==> config.mk <==
export PLATFORM = sky130hd
export DESIGN_NAME = shift_normalizer
export DESIGN_NICKNAME = d
export VERILOG_FILES = /design/src/rtl/shnorm_pkg.sv /design/src/rtl/shift_normalizer.sv
export SDC_FILE = /design/constraint.sdc
export NUM_CORES = 1
export LEC_CHECK = 0
export BUFFER_PORTS_ARGS = -buffer_cell sky130_fd_sc_hd__buf_4
export CELL_PAD_IN_SITES_DETAIL_PLACEMENT = 0
export CELL_PAD_IN_SITES_GLOBAL_PLACEMENT = 1
export CORE_ASPECT_RATIO = 1.2
export CORE_MARGIN = 2
export CORE_UTILIZATION = 33
export DETAILED_ROUTE_END_ITERATION = 6
export PLACE_DENSITY = 0.76
export SLEW_MARGIN = 20
export SYNTH_ARGS = -nofsm -noshare
export SYNTH_HDL_FRONTEND = slang
export SYNTH_SLANG_ARGS = --single-unit
==> constraint.sdc <==
create_clock -name clk -period 1.24 [get_ports clk]
set_input_delay 0.248 -clock clk [delete_from_list [all_inputs] [get_ports clk]]
set_output_delay 0.248 -clock clk [all_outputs]
set_load 0.05 [all_outputs]
==> src/rtl/shnorm_pkg.sv <==
// shnorm_pkg: definitions shared by the iterative shift normalizer.
//   state_t        FSM states of the normalizer (IDLE, SHIFT, DONE)
//   DEFAULT_WIDTH  default operand/result width
//   DIR_LEFT/RIGHT encodings of the dir input
package shnorm_pkg;

  typedef enum logic [1:0] {
    IDLE  = 2'd0,
    SHIFT = 2'd1,
    DONE  = 2'd2
  } state_t;

  localparam int DEFAULT_WIDTH = 32;

  localparam logic DIR_LEFT  = 1'b0;
  localparam logic DIR_RIGHT = 1'b1;

endpackage : shnorm_pkg

==> src/rtl/shift_normalizer.sv <==
// shift_normalizer: iterative normalizer, one bit position per clock.
// Shifts the accepted operand until its leading '1' sits at bit WIDTH-1
// (or, for right normalization, its lowest '1' sits at bit 0) and reports
// the number of positions shifted. A zero operand returns shift_count=WIDTH
// and zero_flag=1.
//
// Optional feature: define SHNORM_RIGHT_EN to honour dir (right / trailing-
// zero normalization). Without it dir is ignored and treated as left.
//
// Ports:
//   clk, rst_n               clock, asynchronous active-low reset
//   start_valid/start_ready  operand handshake (ready only in IDLE)
//   operand, dir             sampled on the accept edge only
//   res_valid/res_ready      result handshake (valid only in DONE)
//   norm_value, shift_count, zero_flag  result, held stable while in DONE
module shift_normalizer
  import shnorm_pkg::*;
#(
  parameter  int WIDTH = DEFAULT_WIDTH,
  localparam int CNT_W = $clog2(WIDTH + 1)
) (
  input  logic             clk,
  input  logic             rst_n,
  input  logic             start_valid,
  output logic             start_ready,
  input  logic [WIDTH-1:0] operand,
  input  logic             dir,
  output logic             res_valid,
  input  logic             res_ready,
  output logic [WIDTH-1:0] norm_value,
  output logic [CNT_W-1:0] shift_count,
  output logic             zero_flag
);

  state_t           state_reg;
  logic [WIDTH-1:0] work_reg;
  logic [CNT_W-1:0] count_reg;
  logic             zero_reg;

  logic             accept_dir;  // direction used for the accept-time check
  logic             run_dir;     // direction used while shifting
  logic [WIDTH-1:0] step_value;  // working value after one more shift

`ifdef SHNORM_RIGHT_EN
  logic dir_reg;
  assign accept_dir = dir;
  assign run_dir    = dir_reg;
  assign step_value = (run_dir == DIR_RIGHT) ? (work_reg >> 1) : (work_reg << 1);
`else
  // dir stays on the port list but has no function in this build.
  logic unused_dir;
  assign unused_dir = dir;
  assign accept_dir = DIR_LEFT;
  assign run_dir    = DIR_LEFT;
  assign step_value = work_reg << 1;
`endif

  // A value is normalized when the bit the shift moves towards is set.
  function automatic logic is_norm(input logic [WIDTH-1:0] v, input logic d);
    return (d == DIR_RIGHT) ? v[0] : v[WIDTH-1];
  endfunction

  always_ff @(posedge clk or negedge rst_n) begin
    if (!rst_n) begin
      state_reg <= IDLE;
      work_reg  <= '0;
      count_reg <= '0;
      zero_reg  <= 1'b0;
`ifdef SHNORM_RIGHT_EN
      dir_reg   <= DIR_LEFT;
`endif
    end else begin
      case (state_reg)
        IDLE: begin
          if (start_valid) begin
            work_reg  <= operand;
            count_reg <= '0;
            zero_reg  <= 1'b0;
`ifdef SHNORM_RIGHT_EN
            dir_reg   <= dir;
`endif
            if (operand == '0) begin
              // Nothing to find: report the full width as the shift amount.
              count_reg <= CNT_W'(WIDTH);
              zero_reg  <= 1'b1;
              state_reg <= DONE;
            end else if (is_norm(operand, accept_dir)) begin
              state_reg <= DONE;
            end else begin
              state_reg <= SHIFT;
            end
          end
        end
        SHIFT: begin
          work_reg  <= step_value;
          count_reg <= count_reg + CNT_W'(1);
          // Check the value being written, so DONE is reached on the same
          // edge as the final shift.
          if (is_norm(step_value, run_dir)) begin
            state_reg <= DONE;
          end
        end
        DONE: begin
          if (res_ready) begin
            state_reg <= IDLE;
          end
        end
        default: state_reg <= IDLE;
      endcase
    end
  end

  assign start_ready = (state_reg == IDLE);
  assign res_valid   = (state_reg == DONE);
  assign norm_value  = work_reg;
  assign shift_count = count_reg;
  assign zero_flag   = zero_reg;

endmodule : shift_normalizer

==> reports/qor.csv, run 1 <==
stage;metric;value;unit
place;RePlAce Congestion;0.719;
place;# port buffers;76;
synthesis;syn_nets;236;
detailed_routing;drc violations;0;
floorplan;I/O pins;78;
sta;Final Critical Period;1.37;ns
place;Cell Area, Placed;2850;um^2
worst_setup_path;crit end category;flip-flop;
synthesis;Post-Syn Area per Cell;10.5;um^2
sta;Max Freq;727;MHz
hold_path;Worst Hold End;norm_value[4];
clock_network;Max clock buf depth;2;
sta;Setup WS post-layout;-0.135;ns
cells_and_area;FF/Latch Area;1030;um^2
synthesis;Syn Inst Count;198;
worst_setup_path;CP Class;reg -> reg;
pwr;Power Total;0.00951;W
detailed_routing;Initial DRT Pass Iterations;4;
global_route;antenna violations before repair;0;
cells_and_area;area delta synth->final;53.2;%
cells_and_area;layout cells sized above 1;0.461;
hold_path;hold_sp;operand[4];
sta;final hold slack;0.241;ns
clock_network;CTS Root Cell;clkbuf_8;
global_route;largest net degree at the start of global routing;42;
cells_and_area;design area;3180;um^2
detailed_routing;routed vias/inst;4.79;
cells_and_area;most common cell after layout, fill and taps aside;buf_4;
cells_and_area;Fill cells;599;
synthesis;Synth Cell Area;2080;um^2
worst_setup_path;Reg-to-Reg Start;state_reg[0];
synthesis;register area share after synthesis;0.494;
sta;Hold Fails Final Rpt;0;
global_route;vias in the first global route;1757;
floorplan;die area;6950;um^2
global_route;first-pass GRT wire length;8430;um
sta;fin crit share;1.11;
detailed_routing;total wire length;5500;um
hold_path;Hold Crit Class;in -> reg;
run_status;failing checks;setup timing;
place;Post-Place Worst Slack;-0.351;ns
sta;Clock Skew;0.00248;ns
clock_network;H-tree Lvls;2;
floorplan;Die Ht;90.9;um
floorplan;Die X;76.4;um
clock_network;Reg clk slew, reported paths;0.08;ns
detailed_routing;initial DRC count;76;
detailed_routing;DR WL/cell;14.3;um
detailed_routing;Post-DRT Antenna Nets;0;
worst_setup_path;crit path DAT;1.55;ns
cells_and_area;nets@finish;341;
clock_network;CTS Buf Count;5;
worst_setup_path;Critical Path RT;1.41;ns
synthesis;flops & latches, synth;41;
synthesis;synth unique cells;31;
hold_path;Hold Path Stages;3;
floorplan;Placeable Area;6050;um^2
cells_and_area;max reg flops;32;
cells_and_area;commonest non-fill, non-tap cells in the layout;buf_4, dfrtp_1, nand2_1;
sta;Slew Viols, Final;0;
sta;Final setup viols;38;
clock_network;CTS tree;built;
floorplan;row count;31;
sta;Tightest Pin Transition;0.544;ns
global_route;total track usage;0.150;
global_route;grt ovf;0;
pwr;Peak VDD IR;0.00147;V
run;Max-Cap Viols;0;
cells_and_area;Multi-input gate area;991;um^2
sta;Sum Neg Setup Slack;-3.04;ns
worst_setup_path;slack of the worst reg-to-reg path;-0.13;ns
pwr;power density over the cells;2990;nW/um^2
worst_setup_path;Max FO, Critical Path;9;
worst_setup_path;Worst Reg-to-Reg Cells;6;
run_status;outcome;finished, violations left;
pwr;LEAKAGE;1.46;nW
clock_network;clock sink count;41;
place;dpl hpwl;3660;um
worst_setup_path;CP Launch Type;flip-flop;
sta;RSZ-0062 raised after global routing;true;
cells_and_area;ant diodes;0;
detailed_routing;vias;1849;
floorplan;Starting Density;0.343;
clock_network;worst skew pair latency;0.28;ns
sta;max_slew headroom;0.637;
worst_setup_path;FF-to-FF End;shift_count[1];
synthesis;yosys warns;0;
[area by class of cell]
| class | count | share of cell area |
|---|---|---|
| repair buffers | 110 | 0.306 |
| well taps | 82 | 0.0322 |
| clock buffers | 8 | 0.0252 |
| multi-input cells | 145 | 0.311 |
| flip-flops and latches | 41 | 0.325 |
[per-stage QoR]
step	cells	utilization
5_1_grt	386	0.526
6_report	386	0.526
3_3_place_gp	367	0.471
3_5_place_dp	367	0.471
4_1_cts	383	0.507
2_1_floorplan	198	-
[power by group]
group / internal (W) / switching (W) / total (W)
combinational: 0.00243 / 0.00373 / 0.00616
sequential: 0.00195 / 0.000548 / 0.00250
clock: 0.000401 / 0.000443 / 0.000843
[worst max-delay path, stage by stage, from the launching register on]
cell,delay (ns)
dfrtp_1,0.41
buf_6,0.13
nor2b_4,0.12
buf_4,0.15
clkbuf_16,0.17
buf_6,0.12
a22o_1,0.17
[layer usage]
layer / global-route usage / vias up / wire length [um]
li1: - / 911 / -
met1: 0.187 / 880 / 2420
met2: 0.255 / 54 / 2760
met3: 0.0370 / 4 / 271
met4: 0.0455 / 0 / 51
met5: 0 / - / 0
[cell usage after synthesis]
library cell,instances,area [um^2]
a22oi_1,1,7.51
o21ai_1,26,130
o211a_1,1,10.0
nor2b_1,5,31.3
o41a_2,1,12.5
buf_8,1,15.0
ha_1,1,12.5
nor2b_4,1,13.8
nand3_1,2,10.0
o21bai_2,1,11.3
nand2_1,36,135
o21ai_0,13,65.1
a21oi_1,2,10.0
nor4_1,8,50.1
o21bai_1,1,7.51
nand2b_1,2,12.5
a31oi_1,1,6.26
nand4_1,2,12.5
buf_6,4,45.0
xor2_1,1,8.76
o32ai_1,1,8.76
dfrtp_1,41,1030
buf_4,2,15.0
buf_12,3,60.1
nor2_1,5,18.8
mux2i_1,30,300
and3_1,2,12.5
clkbuf_2,1,5.00
clkbuf_1,1,3.75
mux2_2,1,11.3
a22o_1,1,8.76
[kinds of logic (layout without fill, tap and decap cells)]
family	Yosys count	after routing	share of synthesized area
simple gates	63	63	0.143
compound gates	49	49	0.134
flops	41	41	0.494
mux	31	31	0.150
buf+inv	12	118	0.0693
fa+ha+maj	1	1	0.00602
xor+xnor	1	1	0.00422
[worst max-delay path by stage]
stage | startpoint | to | slack (ns) | depth (start not counted)
finish | state_reg[0] | shift_count[1] | -0.13 | 6
detailed placement | operand[3] | shift_count[5] | -0.35 | 5
global route | state_reg[0] | norm_value[2] | -0.18 | 6
CTS | state_reg[1] | norm_value[11] | -0.11 | 6
floorplan | state_reg[0] | norm_value[19] | -0.00002 | 6
global placement | operand[3] | zero_flag | -0.40 | 5
[repair_timing]
| item | CTS | global route |
|---|---|---|
| hold buffers | 1 | 0 |
| hold endpoints to repair | 41 | 0 |
| gates resized for setup | 19 | 19 |
| pin swaps | 0 | 2 |
| endpoints found under the setup margin | 37 | 43 |
| setup buffers | 6 | 0 |
| cloned | 1 | 3 |
(Power assumes the default switching activity.)
==> inputs of run 2 (changes only) <==
--- a/config.mk
+++ b/config.mk
@@ -17,3 +17,4 @@
 export SYNTH_ARGS = -nofsm -noshare
 export SYNTH_HDL_FRONTEND = slang
 export SYNTH_SLANG_ARGS = --single-unit
+export TNS_END_PERCENT = 30
==> run 2 against run 1 <==
  * The flow still finishes with violations (setup timing)
  * Clock skew grew 0.0074 ns
  * Sequential power is essentially flat
  * Wire length grew 3.6%
  * Worst hold slack lost 0.0074 ns
  * Sequential cell count is the same
  * Clock power grew 52%
  * Maximum frequency shrank 3.0%
  * Critical path type unchanged
  * Largest cell class unchanged
  * Largest power group unchanged
  * Highest routed layer unchanged
==> reports/qor.csv, run 2 (synthesis gave the netlist of run 1 again) <==
stage;metric;value;unit
clock_network;H-tree Lvls;2;
worst_setup_path;crit path DAT;1.59;ns
hold_path;Hold Crit Class;in -> reg;
detailed_routing;Initial DRT Pass Iterations;4;
worst_setup_path;Setup crit start;state_reg[1];
clock_network;worst skew pair latency;0.29;ns
pwr;LEAKAGE;1.51;nW
detailed_routing;drc violations;0;
sta;Final Critical Period;1.42;ns
global_route;GR Util met1;0.197;
sta;fin crit share;1.14;
worst_setup_path;crit path cell chain;buf_6 -> nor2b_4 -> buf_4 -> clkbuf_16 -> mux2i_1 -> o21ai_1;
clock_network;clock sink count;41;
place;Post-Place Worst Slack;-0.338;ns
run_status;failing checks;setup timing;
global_route;vias in the first global route;1872;
global_route;GR Util met3;0.0410;
floorplan;Starting Density;0.343;
global_route;first-pass GRT wire length;8830;um
worst_setup_path;CP Class;reg -> reg;
cells_and_area;nets@finish;342;
floorplan;die area;6950;um^2
global_route;GR Util met2;0.268;
detailed_routing;DR WL/cell;14.7;um
cells_and_area;layout cells sized above 1;0.469;
worst_setup_path;slack of the worst reg-to-reg path;-0.18;ns
worst_setup_path;Worst Reg-to-Reg Cells;6;
global_route;total track usage;0.156;
cells_and_area;max reg flops;32;
global_route;largest net degree at the start of global routing;42;
detailed_routing;Post-DRT Antenna Nets;0;
clock_network;Max clock buf depth;2;
sta;max_slew headroom;0.634;
floorplan;I/O pins;78;
place;Cell Area, Placed;2830;um^2
pwr;Peak VDD IR;0.00147;V
cells_and_area;final core occ;0.539;
clock_network;CTS tree;built;
pwr;power density over the cells;3060;nW/um^2
place;RePlAce Congestion;0.730;
clock_network;Reg clk slew, reported paths;0.09;ns
worst_setup_path;Critical path destination;norm_value[26];
worst_setup_path;Critical Path RT;1.41;ns
detailed_routing;routed vias/inst;4.80;
sta;Final setup viols;38;
worst_setup_path;Max FO, Critical Path;6;
clock_network;CTS Buf Count;5;
worst_setup_path;crit end category;flip-flop;
global_route;grt ovf;0;
detailed_routing;initial DRC count;57;
worst_setup_path;Crit path largest cell delay;0.42;ns
cells_and_area;ant diodes;0;
cells_and_area;area delta synth->final;57.1;%
run_status;outcome;finished, violations left;
place;dpl hpwl;3780;um
worst_setup_path;Reg-to-Reg Start;state_reg[1];
floorplan;Die Ht;90.9;um
worst_setup_path;Critical Path Slowest Stage Cell;dfrtp_1;
run;Max-Cap Viols;0;
sta;Setup WS post-layout;-0.177;ns
clock_network;CTS Root Cell;clkbuf_8;
floorplan;Placeable Area;6050;um^2
detailed_routing;vias;1858;
sta;RSZ-0062 raised after global routing;true;
worst_setup_path;CP Launch Type;flip-flop;
floorplan;Die X;76.4;um
sta;Clock Skew;0.00989;ns
global_route;antenna violations before repair;0;
cells_and_area;design area;3260;um^2
detailed_routing;total wire length;5700;um
sta;Tightest Pin Transition;0.548;ns
sta;Slew Viols, Final;0;
sta;Sum Neg Setup Slack;-4.53;ns
cells_and_area;commonest non-fill, non-tap cells in the layout;buf_4, dfrtp_1, nand2_1;
place;# port buffers;76;
worst_setup_path;FF-to-FF End;norm_value[26];
sta;Max Freq;706;MHz
floorplan;row count;31;
sta;Hold Fails Final Rpt;0;
cells_and_area;most common cell after layout, fill and taps aside;buf_4;
global_route;busiest grt layer;met2;
cells_and_area;Fill cells;589;
-- run 2: report_power, final --
part	switching, W	total [W]	internal [W]
clock	0.000482	0.00128	0.000800
sequential	0.000537	0.00248	0.00194
combinational	0.00375	0.00621	0.00246
-- run 2: how the worst min path moves through the flow --
stage / from / to / slack [ns] / depth (start not counted)
4_1_cts: operand[11] / norm_value[11] / 0.22 / 3
6_report: operand[20] / norm_value[20] / 0.23 / 3
3_5_place_dp: rst_n / shift_count[1] / 0.27 / 1
5_1_grt: operand[10] / norm_value[10] / 0.23 / 3
3_3_place_gp: rst_n / norm_value[3] / 0.27 / 1
2_1_floorplan: rst_n / norm_value[0] / -0.05 / 0
-- run 2: through the flow --
stage	hold slack, ns	power [W]	instances
6_report	0.233	0.00998	387
5_1_grt	0.234	0.0105	387
4_1_cts	0.225	0.00947	379
3_5_place_dp	0.274	0.00788	367
3_3_place_gp	0.273	0.00779	367
2_1_floorplan	-0.0476	0.00640	198
-- run 2: layer usage --
metal,part of all wire,up-vias
li1,-,916
met1,0.42,892
met2,0.53,48
met3,0.044,2
met4,0.0025,0
met5,0,-
-- run 2: layout make-up --
class | count | area, um^2 | area share
flip-flops and latches | 41 | 1030 | 0.316
multi-input cells | 145 | 1020 | 0.313
repair buffers | 111 | 976 | 0.299
well taps | 82 | 103 | 0.0314
clock buffers | 5 | 68.8 | 0.0211
clock inverters | 3 | 65.1 | 0.0199
-- run 2: repair_timing --
action,in CTS,in global routing
endpoints found under the hold margin,41,0
hold buffers,1,0
cloned,0,4
setup endpoints to repair,20,46
buffers inserted,3,4
pin swaps,2,3
gates resized for setup,22,25
-- run 2: critical path, delay by kind of cell, from the launching register on --
family          cells  cell delay (ns)
mux                 1             0.19
buf+inv             3             0.46
simple gates        1             0.15
flops               1             0.42
compound gates      1             0.07
==> inputs of run 3 (changes only) <==
--- a/config.mk
+++ b/config.mk
@@ -10,9 +10,11 @@
 export CELL_PAD_IN_SITES_GLOBAL_PLACEMENT = 1
 export CORE_ASPECT_RATIO = 1.2
 export CORE_MARGIN = 2
-export CORE_UTILIZATION = 33
+export CORE_UTILIZATION = 34
+export CTS_BUF_LIST = sky130_fd_sc_hd__clkbuf_4 sky130_fd_sc_hd__clkbuf_8
 export DETAILED_ROUTE_END_ITERATION = 6
-export PLACE_DENSITY = 0.76
+export PLACE_DENSITY = 0.77
+export RECOVER_POWER = 50
 export SLEW_MARGIN = 20
 export SYNTH_ARGS = -nofsm -noshare
 export SYNTH_HDL_FRONTEND = slang
==> constraint.sdc (replaced) <==
create_clock -name clk -period 1.24 [get_ports clk]
set_input_delay 0.248 -clock clk [delete_from_list [all_inputs] [get_ports clk]]
set_output_delay 0.248 -clock clk [all_outputs]
set_load 0.01 [all_outputs]
==> run 3 against run 2 <==
  * The run still ends with setup timing left
  * Non-clock buffer count decreased by 7
  * Sequential cell count did not move
  * Cell count fell by 2.1%
  * Sequential share of layout area increased by 1.4 points
  * Combinational power decreased by 33%
  * Clock power shrank 28%
  * Maximum frequency grew 3.8%
  * Register-to-register slack better by 0.09 ns
  * Final area is 4.6% lower
  * Wire length down 5.7%
  * Global-route usage up 0.74 points
  * First-iteration DRC count shrank 25%
  * Critical path type is now reg -> out
  * Largest power group unchanged
==> reports/qor.csv, run 3 (synthesis gave the netlist of run 1 again) <==
stage;metric;value;unit
run_status;outcome;finished, violations left;
run_status;failing checks;setup timing;
place;RePlAce Congestion;0.786;
clock_network;CTS Root Cell;clkbuf_8;
sta;Setup WS post-layout;-0.125;ns
clock_network;H-tree Lvls;2;
clock_network;Max clock buf depth;2;
worst_setup_path;CP Launch Type;flip-flop;
sta;Final setup viols;38;
global_route;largest net degree at the start of global routing;42;
global_route;antenna violations before repair;0;
cells_and_area;most common cell after layout, fill and taps aside;buf_4;
pwr;power density over the cells;2430;nW/um^2
sta;Tightest Pin Transition;0.583;ns
worst_setup_path;crit end category;output pin;
place;dpl hpwl;3720;um
global_route;first-pass GRT wire length;8340;um
floorplan;Die Ht;89.6;um
sta;Max Freq;733;MHz
place;# port buffers;76;
sta;RSZ-0062 raised after global routing;true;
detailed_routing;Post-DRT Antenna Nets;0;
cells_and_area;max reg flops;32;
worst_setup_path;Critical Path Slowest Stage Cell;dfrtp_2;
floorplan;Die X;75.4;um
detailed_routing;initial DRC count;43;
floorplan;die area;6750;um^2
detailed_routing;Initial DRT Pass Iterations;5;
sta;Slew Viols, Final;0;
cells_and_area;Fill cells;592;
pwr;switching share of total power;0.370;
cells_and_area;nets@finish;335;
worst_setup_path;CP Class;reg -> out;
pwr;Comb power frac;0.551;
pwr;Peak VDD IR;0.00155;V
floorplan;Starting Density;0.348;
global_route;total track usage;0.163;
pwr;clock network power share;0.121;
sta;Final Critical Period;1.36;ns
cells_and_area;ant diodes;0;
worst_setup_path;crit path DAT;1.12;ns
clock_network;worst skew pair latency;0.29;ns
floorplan;Placeable Area;5970;um^2
sta;Hold Fails Final Rpt;0;
pwr;LEAKAGE;1.45;nW
cells_and_area;commonest non-fill, non-tap cells in the layout;buf_4, dfrtp_1, nand2_1;
worst_setup_path;WP buf/inv;2;
detailed_routing;routed vias/inst;4.81;
global_route;grt ovf;0;
clock_network;clock sink count;41;
detailed_routing;vias;1824;
pwr;part of the power in registers;0.328;
detailed_routing;DR WL/cell;14.2;um
clock_network;CTS Buf Count;5;
sta;fin crit share;1.10;
hold_path;Hold Crit Class;in -> reg;
cells_and_area;layout cells sized above 1;0.414;
pwr;Switch Pwr;0.00280;W
detailed_routing;total wire length;5370;um
floorplan;row count;31;
detailed_routing;drc violations;0;
worst_setup_path;Critical Path RT;0.99;ns
worst_setup_path;CP top delay family;flip-flops;
run;Max-Cap Viols;0;
floorplan;I/O pins;78;
pwr;Pint;0.00476;W
clock_network;Reg clk slew, reported paths;0.08;ns
sta;final hold slack;0.235;ns
sta;max_slew headroom;0.611;
sta;Sum Neg Setup Slack;-2.42;ns
global_route;vias in the first global route;1755;
worst_setup_path;Max FO, Critical Path;4;
worst_setup_path;crit path cell chain;buf_6 -> nor2b_1 -> buf_4;
clock_network;CTS tree;built;
sta;Clock Skew;0.00529;ns
cells_and_area;area delta synth->final;49.8;%
worst_setup_path;Crit path largest cell delay;0.45;ns
run 3: changes by cell type in the layout (fill, tap and decap cells not counted), sizes merged:
cell	delta
bufbuf	+1
clkbuf	+1
buf	-7
bufinv	-2
clkinv	-1
run 3: path summary, 6_finish.rpt:
| kind | cells past startpoint | slack (ns) | from | to |
|---|---|---|---|---|
| worst max-delay path | 3 | -0.12 | state_reg[1] | res_valid |
| worst min-delay path | 3 | 0.24 | operand[27] | norm_value[27] |
| worst max register to register | 6 | -0.09 | state_reg[1] | norm_value[3] |
| min in group asynchronous | 2 | 0.52 | rst_n | shift_count[1] |
| max in group asynchronous | 2 | 0.30 | rst_n | state_reg[1] |
| worst min register to register | 2 | 0.52 | norm_value[7] | norm_value[7] |
run 3: cell type report:
cell class / instances / area (um^2) / area share
clock buffer: 7 / 90.1 / 0.0290
multi-input combinational: 145 / 960 / 0.308
sequential: 41 / 1030 / 0.330
tap: 82 / 103 / 0.0330
timing repair buffer: 104 / 932 / 0.300
run 3: power groups by stage:
stage | logic (W) | registers (W) | clock network, W
after global placement | 0.00351 | 0.00249 | 0
after detailed placement | 0.00356 | 0.00249 | 0
final | 0.00417 | 0.00248 | 0.000918
after CTS | 0.00405 | 0.00248 | 0.000961
after floorplan | 0.00194 | 0.00264 | 0
after global routing | 0.00454 | 0.00257 | 0.00103
run 3: repair_timing:
| action | CTS | global route |
|---|---|---|
| endpoints found under the hold margin | 41 | 0 |
| hold buffers | 1 | 0 |
| pin swaps | 1 | 4 |
| cloned | 2 | 1 |
| resized for setup | 13 | 11 |
| endpoints found under the setup margin | 34 | 41 |
| buffers inserted | 6 | 0 |
run 3: worst min-delay path, cell delays in order:
cell and delay (ns):
buf_4 0.09, mux2i_1 0.05, o21ai_1 0.10
run 3: metal layers:
metal | global-route usage | wire length, um | up-vias
met4 | 0.0478 | 24 | 0
li1 | - | - | 901
met2 | 0.280 | 2810 | 39
met1 | 0.200 | 2280 | 882
met5 | 0 | 0 | -
met3 | 0.0458 | 256 | 2
run 3: metrics by stage:
step / setup WS (ns) / instances / util / instance area (um^2) / power [W]
finish: -0.125 / 379 / 0.521 / 3110 / 0.00756
floorplan: 0.00361 / 198 / - / 2080 / 0.00458
global route: -0.178 / 379 / 0.521 / 3110 / 0.00814
detailed placement: -0.261 / 362 / 0.471 / 2810 / 0.00606
global placement: -0.239 / 362 / 0.471 / 2810 / 0.00600
CTS: -0.145 / 378 / 0.510 / 3050 / 0.00749
